### config.mk
export PLATFORM = sky130hd
export DESIGN_NAME = cla6_chain_seq_flat
export DESIGN_NICKNAME = d
export VERILOG_FILES = /design/src/rtl/cla6_chain_seq_if.sv /design/src/rtl/cla6_chain_seq.sv /design/src/flat_wrapper.sv
export SDC_FILE = /design/constraint.sdc
export NUM_CORES = 1
export LEC_CHECK = 0
export BUFFER_PORTS_ARGS = -buffer_cell sky130_fd_sc_hd__buf_2
export CORE_MARGIN = 2
export CORE_UTILIZATION = 49
export CTS_CLUSTER_DIAMETER = 150
export DETAILED_ROUTE_END_ITERATION = 8
export PLACE_DENSITY = 0.75
export REMOVE_ABC_BUFFERS = 1
export SLEW_MARGIN = 25
export SYNTH_ARGS = -nofsm -noshare
export SYNTH_HDL_FRONTEND = slang
export SYNTH_SLANG_ARGS = --single-unit
export TNS_END_PERCENT = 5
### constraint.sdc
create_clock -name clk -period 1.8 [get_ports clk]
set_input_delay 0.18 -clock clk [delete_from_list [all_inputs] [get_ports clk]]
set_output_delay 0.18 -clock clk [all_outputs]
set_load 0.1 [all_outputs]
### src/rtl/cla6_chain_seq_if.sv
// Request/result handshake bundle for the chunked wide-add sequencer.
//   master : requester side, drives req_* operands and res_ready
//   slave  : sequencer side, drives req_ready and res_* results
// W is the full operand width (6 * number of chunks).
interface cla6_chain_seq_if #(
    parameter int unsigned W = 24
);
    logic         req_valid;
    logic         req_ready;
    logic [W-1:0] req_a;
    logic [W-1:0] req_b;
    logic         req_cin;
    logic         res_valid;
    logic         res_ready;
    logic [W-1:0] res_sum;
    logic         res_cout;

    modport master (
        output req_valid, req_a, req_b, req_cin, res_ready,
        input  req_ready, res_valid, res_sum, res_cout
    );

    modport slave (
        input  req_valid, req_a, req_b, req_cin, res_ready,
        output req_ready, res_valid, res_sum, res_cout
    );
endinterface

### src/rtl/cla6_chain_seq.sv
// Wide (NCHUNK x 6-bit) adder built by time-multiplexing one registered
// 6-bit adder. Operands are sliced LSB chunk first; the carry is chained
// between chunks and the assembled sum is returned over a handshake.
//
// Ports:
//   clk      rising-edge clock
//   rst      asynchronous active-low reset
//   bus      request/result handshake (slave side of cla6_chain_seq_if)
//   busy     high whenever the sequencer is not idle
//   add_a/add_b/add_cin  chunk operands driven to the external adder
//   add_sum/add_cout     registered result returned by the external adder
//   res_ovf  signed overflow of the full-width add (only with the macro)
//
// Optional feature: define CLA6_SEQ_OVF_EN to add the res_ovf output.
//
// Parameters: NCHUNK (1..8) chunks per operand, ADD_LAT (1..4) clocks from
// the operand-issue edge until the adder's sum may be sampled.
module cla6_chain_seq #(
    parameter int unsigned NCHUNK  = 4,
    parameter int unsigned ADD_LAT = 2
) (
    input  logic               clk,
    input  logic               rst,
    cla6_chain_seq_if.slave    bus,
    output logic               busy,
    output logic [5:0]         add_a,
    output logic [5:0]         add_b,
    output logic               add_cin,
    input  logic [5:0]         add_sum,
    input  logic               add_cout
`ifdef CLA6_SEQ_OVF_EN
    ,
    output logic               res_ovf
`endif
);

    localparam int unsigned W     = 6 * NCHUNK;
    localparam int unsigned K_W   = (NCHUNK > 1) ? $clog2(NCHUNK) : 1;
    localparam int unsigned CNT_W = $clog2(ADD_LAT + 1);

    typedef enum logic [1:0] {
        IDLE  = 2'd0,
        ISSUE = 2'd1,
        WAIT  = 2'd2,
        DONE  = 2'd3
    } state_t;

    state_t             state;
    logic [W-1:0]       a_q;
    logic [W-1:0]       b_q;
    logic [W-1:0]       sum_q;
    logic               carry_q;
    logic               cout_q;
    logic               valid_q;
    logic [K_W-1:0]     k_q;
    logic [CNT_W-1:0]   cnt_q;
`ifdef CLA6_SEQ_OVF_EN
    logic               ovf_q;
`endif

    // Handshake status decoded straight from the state register.
    assign bus.req_ready = (state == IDLE);
    assign busy          = (state != IDLE);
    assign bus.res_valid = valid_q;
    assign bus.res_sum   = sum_q;
    assign bus.res_cout  = cout_q;
`ifdef CLA6_SEQ_OVF_EN
    assign res_ovf       = ovf_q;
`endif

    // Sequencer: latch request, issue each chunk, wait out the adder, assemble.
    always_ff @(posedge clk or negedge rst) begin
        if (!rst) begin
            state   <= IDLE;
            a_q     <= '0;
            b_q     <= '0;
            sum_q   <= '0;
            carry_q <= 1'b0;
            cout_q  <= 1'b0;
            valid_q <= 1'b0;
            k_q     <= '0;
            cnt_q   <= '0;
            add_a   <= '0;
            add_b   <= '0;
            add_cin <= 1'b0;
`ifdef CLA6_SEQ_OVF_EN
            ovf_q   <= 1'b0;
`endif
        end else begin
            case (state)
                IDLE: begin
                    if (bus.req_valid) begin
                        a_q     <= bus.req_a;
                        b_q     <= bus.req_b;
                        carry_q <= bus.req_cin;
                        k_q     <= '0;
                        sum_q   <= '0;
                        cout_q  <= 1'b0;
`ifdef CLA6_SEQ_OVF_EN
                        ovf_q   <= 1'b0;
`endif
                        state   <= ISSUE;
                    end
                end
                ISSUE: begin
                    add_a   <= a_q[6*k_q +: 6];
                    add_b   <= b_q[6*k_q +: 6];
                    add_cin <= carry_q;
                    cnt_q   <= CNT_W'(ADD_LAT);
                    state   <= WAIT;
                end
                WAIT: begin
                    cnt_q <= cnt_q - 1'b1;
                    // Count of 1 marks the last wait cycle: adder output is valid.
                    if (cnt_q == CNT_W'(1)) begin
                        sum_q[6*k_q +: 6] <= add_sum;
                        carry_q           <= add_cout;
                        if (k_q == K_W'(NCHUNK - 1)) begin
                            cout_q  <= add_cout;
                            valid_q <= 1'b1;
`ifdef CLA6_SEQ_OVF_EN
                            // Same-sign operands whose sum flips sign overflowed.
                            ovf_q   <= (a_q[W-1] == b_q[W-1]) && (add_sum[5] != a_q[W-1]);
`endif
                            state   <= DONE;
                        end else begin
                            k_q   <= k_q + 1'b1;
                            state <= ISSUE;
                        end
                    end
                end
                DONE: begin
                    if (bus.res_ready) begin
                        valid_q <= 1'b0;
                        state   <= IDLE;
                    end
                end
                default: state <= IDLE;
            endcase
        end
    end

endmodule

### src/flat_wrapper.sv
// flat-port wrapper written by rule: the top's interface ports become plain ports
module cla6_chain_seq_flat 
#(
    parameter int unsigned NCHUNK  = 4,
    parameter int unsigned ADD_LAT = 2
)
  (clk, rst, busy, add_a, add_b, add_cin, add_sum, add_cout, bus_req_valid, bus_req_a, bus_req_b, bus_req_cin, bus_res_ready, bus_req_ready, bus_res_valid, bus_res_sum, bus_res_cout);
  cla6_chain_seq_if #(.W((6 * NCHUNK))) bus_i ();
  input  logic clk;
  input  logic rst;
  output logic busy;
  output logic [5:0] add_a;
  output logic [5:0] add_b;
  output logic add_cin;
  input  logic [5:0] add_sum;
  input  logic add_cout;
  input wire logic [$bits(bus_i.req_valid)-1:0] bus_req_valid;
  input wire logic [$bits(bus_i.req_a)-1:0] bus_req_a;
  input wire logic [$bits(bus_i.req_b)-1:0] bus_req_b;
  input wire logic [$bits(bus_i.req_cin)-1:0] bus_req_cin;
  input wire logic [$bits(bus_i.res_ready)-1:0] bus_res_ready;
  output wire logic [$bits(bus_i.req_ready)-1:0] bus_req_ready;
  output wire logic [$bits(bus_i.res_valid)-1:0] bus_res_valid;
  output wire logic [$bits(bus_i.res_sum)-1:0] bus_res_sum;
  output wire logic [$bits(bus_i.res_cout)-1:0] bus_res_cout;
  assign bus_i.req_valid = bus_req_valid;
  assign bus_i.req_a = bus_req_a;
  assign bus_i.req_b = bus_req_b;
  assign bus_i.req_cin = bus_req_cin;
  assign bus_i.res_ready = bus_res_ready;
  assign bus_req_ready = bus_i.req_ready;
  assign bus_res_valid = bus_i.res_valid;
  assign bus_res_sum = bus_i.res_sum;
  assign bus_res_cout = bus_i.res_cout;
  cla6_chain_seq #(.NCHUNK(NCHUNK), .ADD_LAT(ADD_LAT)) u_core (.clk(clk), .rst(rst), .bus(bus_i), .busy(busy), .add_a(add_a), .add_b(add_b), .add_cin(add_cin), .add_sum(add_sum), .add_cout(add_cout));
endmodule
==> results.json <==
{
  "yosysTopAreaCellShare": 0.531,
  "clockPowerShare": 0.144,
  "cp_max_fo": 5,
  "wire_per_inst_um": 16.5,
  "overflow": 0,
  "pre_cts_ws_ns": -0.00137,
  "slew_violations": 0,
  "drc": 0,
  "combPwrFrac": 0.515,
  "min_from": "bus_req_b[11]",
  "cp.required_ns": 2.11,
  "n_antenna_cell": 0,
  "hold_path_depth": 2,
  "synth-edff-count": 0,
  "fillerInstances": 719,
  "io_buffers": 100,
  "syn_area_sq_um": 4430,
  "pwr_density_cell_nw_per_um2": 1790,
  "core_sq_um": 8760,
  "timing.fmax_ghz": 0.570,
  "syn_area_per_cell_sq_um": 13.0,
  "post_dp_cell_area_sq_um": 5240,
  "power_leakage_nw": 2.61,
  "ys.flop_type": "dfrtp_1",
  "multi_input_area_sq_um": 1970,
  "seq_area_sq_um": 2350,
  "postLayoutSetupSlackWorst_ns": 0.0441,
  "drive_gt1_frac": 0.486,
  "final_cell_mix": "97 x buf_2, 94 x dfrtp_1, 55 x mux2_2",
  "ys_async_sr_fraction": 1.00,
  "grt_pass1_wl_mm": 16.1,
  "post_synth_num_cell_types": 39,
  "hold_viol_final": 0,
  "start_util": 0.506,
  "clock_latency_ns": 0.37,
  "reg2reg_depth": 6,
  "grt_util_all_layers": 0.207,
  "post-dp-hpwl_mm": 6.81,
  "rsz0062_at_grt": "true",
  "final.setup_skew_ns": 0.0138,
  "hold_path_class": "input pin to flip-flop",
  "grt_max_degree": 95,
  "r2r_end": "u_core.bus.res_sum[8]",
  "startpoint_type": "flip-flop",
  "holdPathEnd": "u_core.b_q[11]",
  "whs_ns": 0.0318,
  "design_area_sq_um": 5490,
  "ys.warnings.count": 0,
  "rr_startpoint": "u_core.state[1]",
  "drt_first_pass_iters": 4,
  "vias": 3143,
  "p_seq_frac": 0.341,
  "p_int_w": 0.00552,
  "yosys.area.top_type": "dfrtp_1",
  "die_w_um": 99.1,
  "cts_max_level": 3,
  "ff2ff_setup_slack_ns": 0.04,
  "swShare": 0.437,
  "crit_arrival_ns": 2.06,
  "io_pins": 101,
  "areaGrowthSynthToFinish_pct": 23.9,
  "crit_type": "flip-flop to flip-flop",
  "die-area_sq_um": 9820,
  "yosys_register_bits": 94,
  "maxCapViolCount": 0,
  "final_antenna_net_count": 0,
  "yosys-top-cells-area": "dfrtp_1 53%, mux2_2 14%, mux4_2 4.1%",
  "min_period_over_period": 0.975,
  "cts_buffers": 9,
  "tightest_slew_ns": 0.508,
  "gp_congestion": 0.870,
  "grt_pass1_vias": 3314,
  "antenna_found_initial": 0,
  "cts_tree": "done",
  "slew_headroom": 0.664,
  "cp-end-kind": "flip-flop",
  "final_common_cell": "buf_2",
  "vias_per_cell": 5.45,
  "clkSinkCount": 94,
  "post-route-util": 0.627,
  "fin_crit_ns": 1.76,
  "ys_seq_area_frac": 0.531,
  "rows": 34,
  "root_buffer": "clkbuf_8",
  "switchingPower_w": 0.00429,
  "synth_cells": 341,
  "drt_wl_total_mm": 9.50,
  "setup_viol": 0,
  "status": "complete, no violations",
  "clk_pin_slew_ns": 0.10,
  "drtIter0Drc": 88,
  "vdd_drop_max_mv": 1.05,
  "clockBufferDepth": 2,
  "fin_nets": 535,
  "die_height_um": 99.1
}
-- cell families (layout without fill, tap and decap cells) --
kind of cell | count (synthesis) | after routing | share of synthesized area
simple gates | 72 | 72 | 0.0819
mux | 76 | 76 | 0.232
buf+inv | 28 | 156 | 0.0336
flops | 94 | 94 | 0.531
fa+ha+maj | 11 | 11 | 0.0311
compound gates | 60 | 60 | 0.0904
-- through the flow --
stage	TNS (ns)	cells	power, W
finish	0	577	0.00981
global route	-0.520	577	0.0104
CTS	0	576	0.00982
detailed placement	-0.00137	559	0.00839
global placement	0	559	0.00822
floorplan	-94.89	323	0.00710
-- how the worst max path moves through the flow --
stage / startpoint / end / cells past startpoint
6_report: u_core.state[1] / u_core.bus.res_sum[8] / 6
5_1_grt: u_core.state[1] / u_core.bus.res_sum[15] / 7
4_1_cts: u_core.state[0] / u_core.state[1] / 6
3_5_place_dp: u_core.state[0] / u_core.bus.res_sum[20] / 7
3_3_place_gp: u_core.state[0] / u_core.bus.res_sum[20] / 7
2_1_floorplan: u_core.state[0] / u_core.a_q[0] / 4
-- final cells by class --
type | count | share of cell area
repair buffers | 130 | 0.146
clock buffers | 10 | 0.0232
clock inverters | 6 | 0.0130
well taps | 108 | 0.0246
flip-flops and latches | 94 | 0.428
inverters | 10 | 0.00684
multi-input cells | 219 | 0.358
-- sequential cells by signal, summed over array words and instances, names as in the netlist, 2 cells and up --
signal / flops
u_core.a_q: 24
u_core.add_a: 6
u_core.add_b: 6
u_core.b_q: 24
u_core.bus.res_sum: 24
u_core.cnt_q: 2
u_core.k_q: 2
u_core.state: 2
-- power groups by stage --
stage | clock network (W) | registers (W) | logic [W]
finish | 0.00142 | 0.00334 | 0.00505
global route | 0.00154 | 0.00346 | 0.00540
CTS | 0.00145 | 0.00335 | 0.00502
detailed placement | 0 | 0.00339 | 0.00500
global placement | 0 | 0.00333 | 0.00489
floorplan | 0 | 0.00479 | 0.00231
-- synth_stat cells, types with 2 or more instances --
cell type and n:
a22o_1 15, a31oi_1 3, mux4_2 8, nand3_1 6, o31ai_1 2, nand2b_1 4
mux4_1 4, nand3b_1 2, nand4_1 3, clkbuf_1 2, nand2_1 33, nor3b_1 3
nor3_1 3, dfrtp_1 94, nor2b_1 2, mux2_4 6, mux2_2 55, a21oi_1 8
mux2i_1 2, o21ai_0 23, inv_1 10, ha_1 11, a21o_1 5, nor2_1 7
and3_1 4, buf_2 13
-- worst max-delay path: stages, from the launching register on --
cell and delay (ns):
dfrtp_1 0.40, inv_1 0.08, ha_2 0.20, and2b_2 0.24, nor3_4 0.29, and4b_2 0.34, a22o_1 0.14
-- per-layer routing --
layer  GRT usage  vias up  share of wire
li1            -     1490              -
met1       0.266     1555           0.44
met2       0.340       86           0.48
met3      0.0661       12          0.067
met4      0.0601        0          0.013
met5           0        -              0
-- repair_timing --
item                                   in CTS  in global routing
setup endpoints to repair                   2                 37
pin swaps                                   0                  5
endpoints found under the hold margin      94                  0
gates resized for setup                     1                 16
setup buffers                               0                  1
hold buffers                                1                  0
Power figures use the tool's default switching activity.
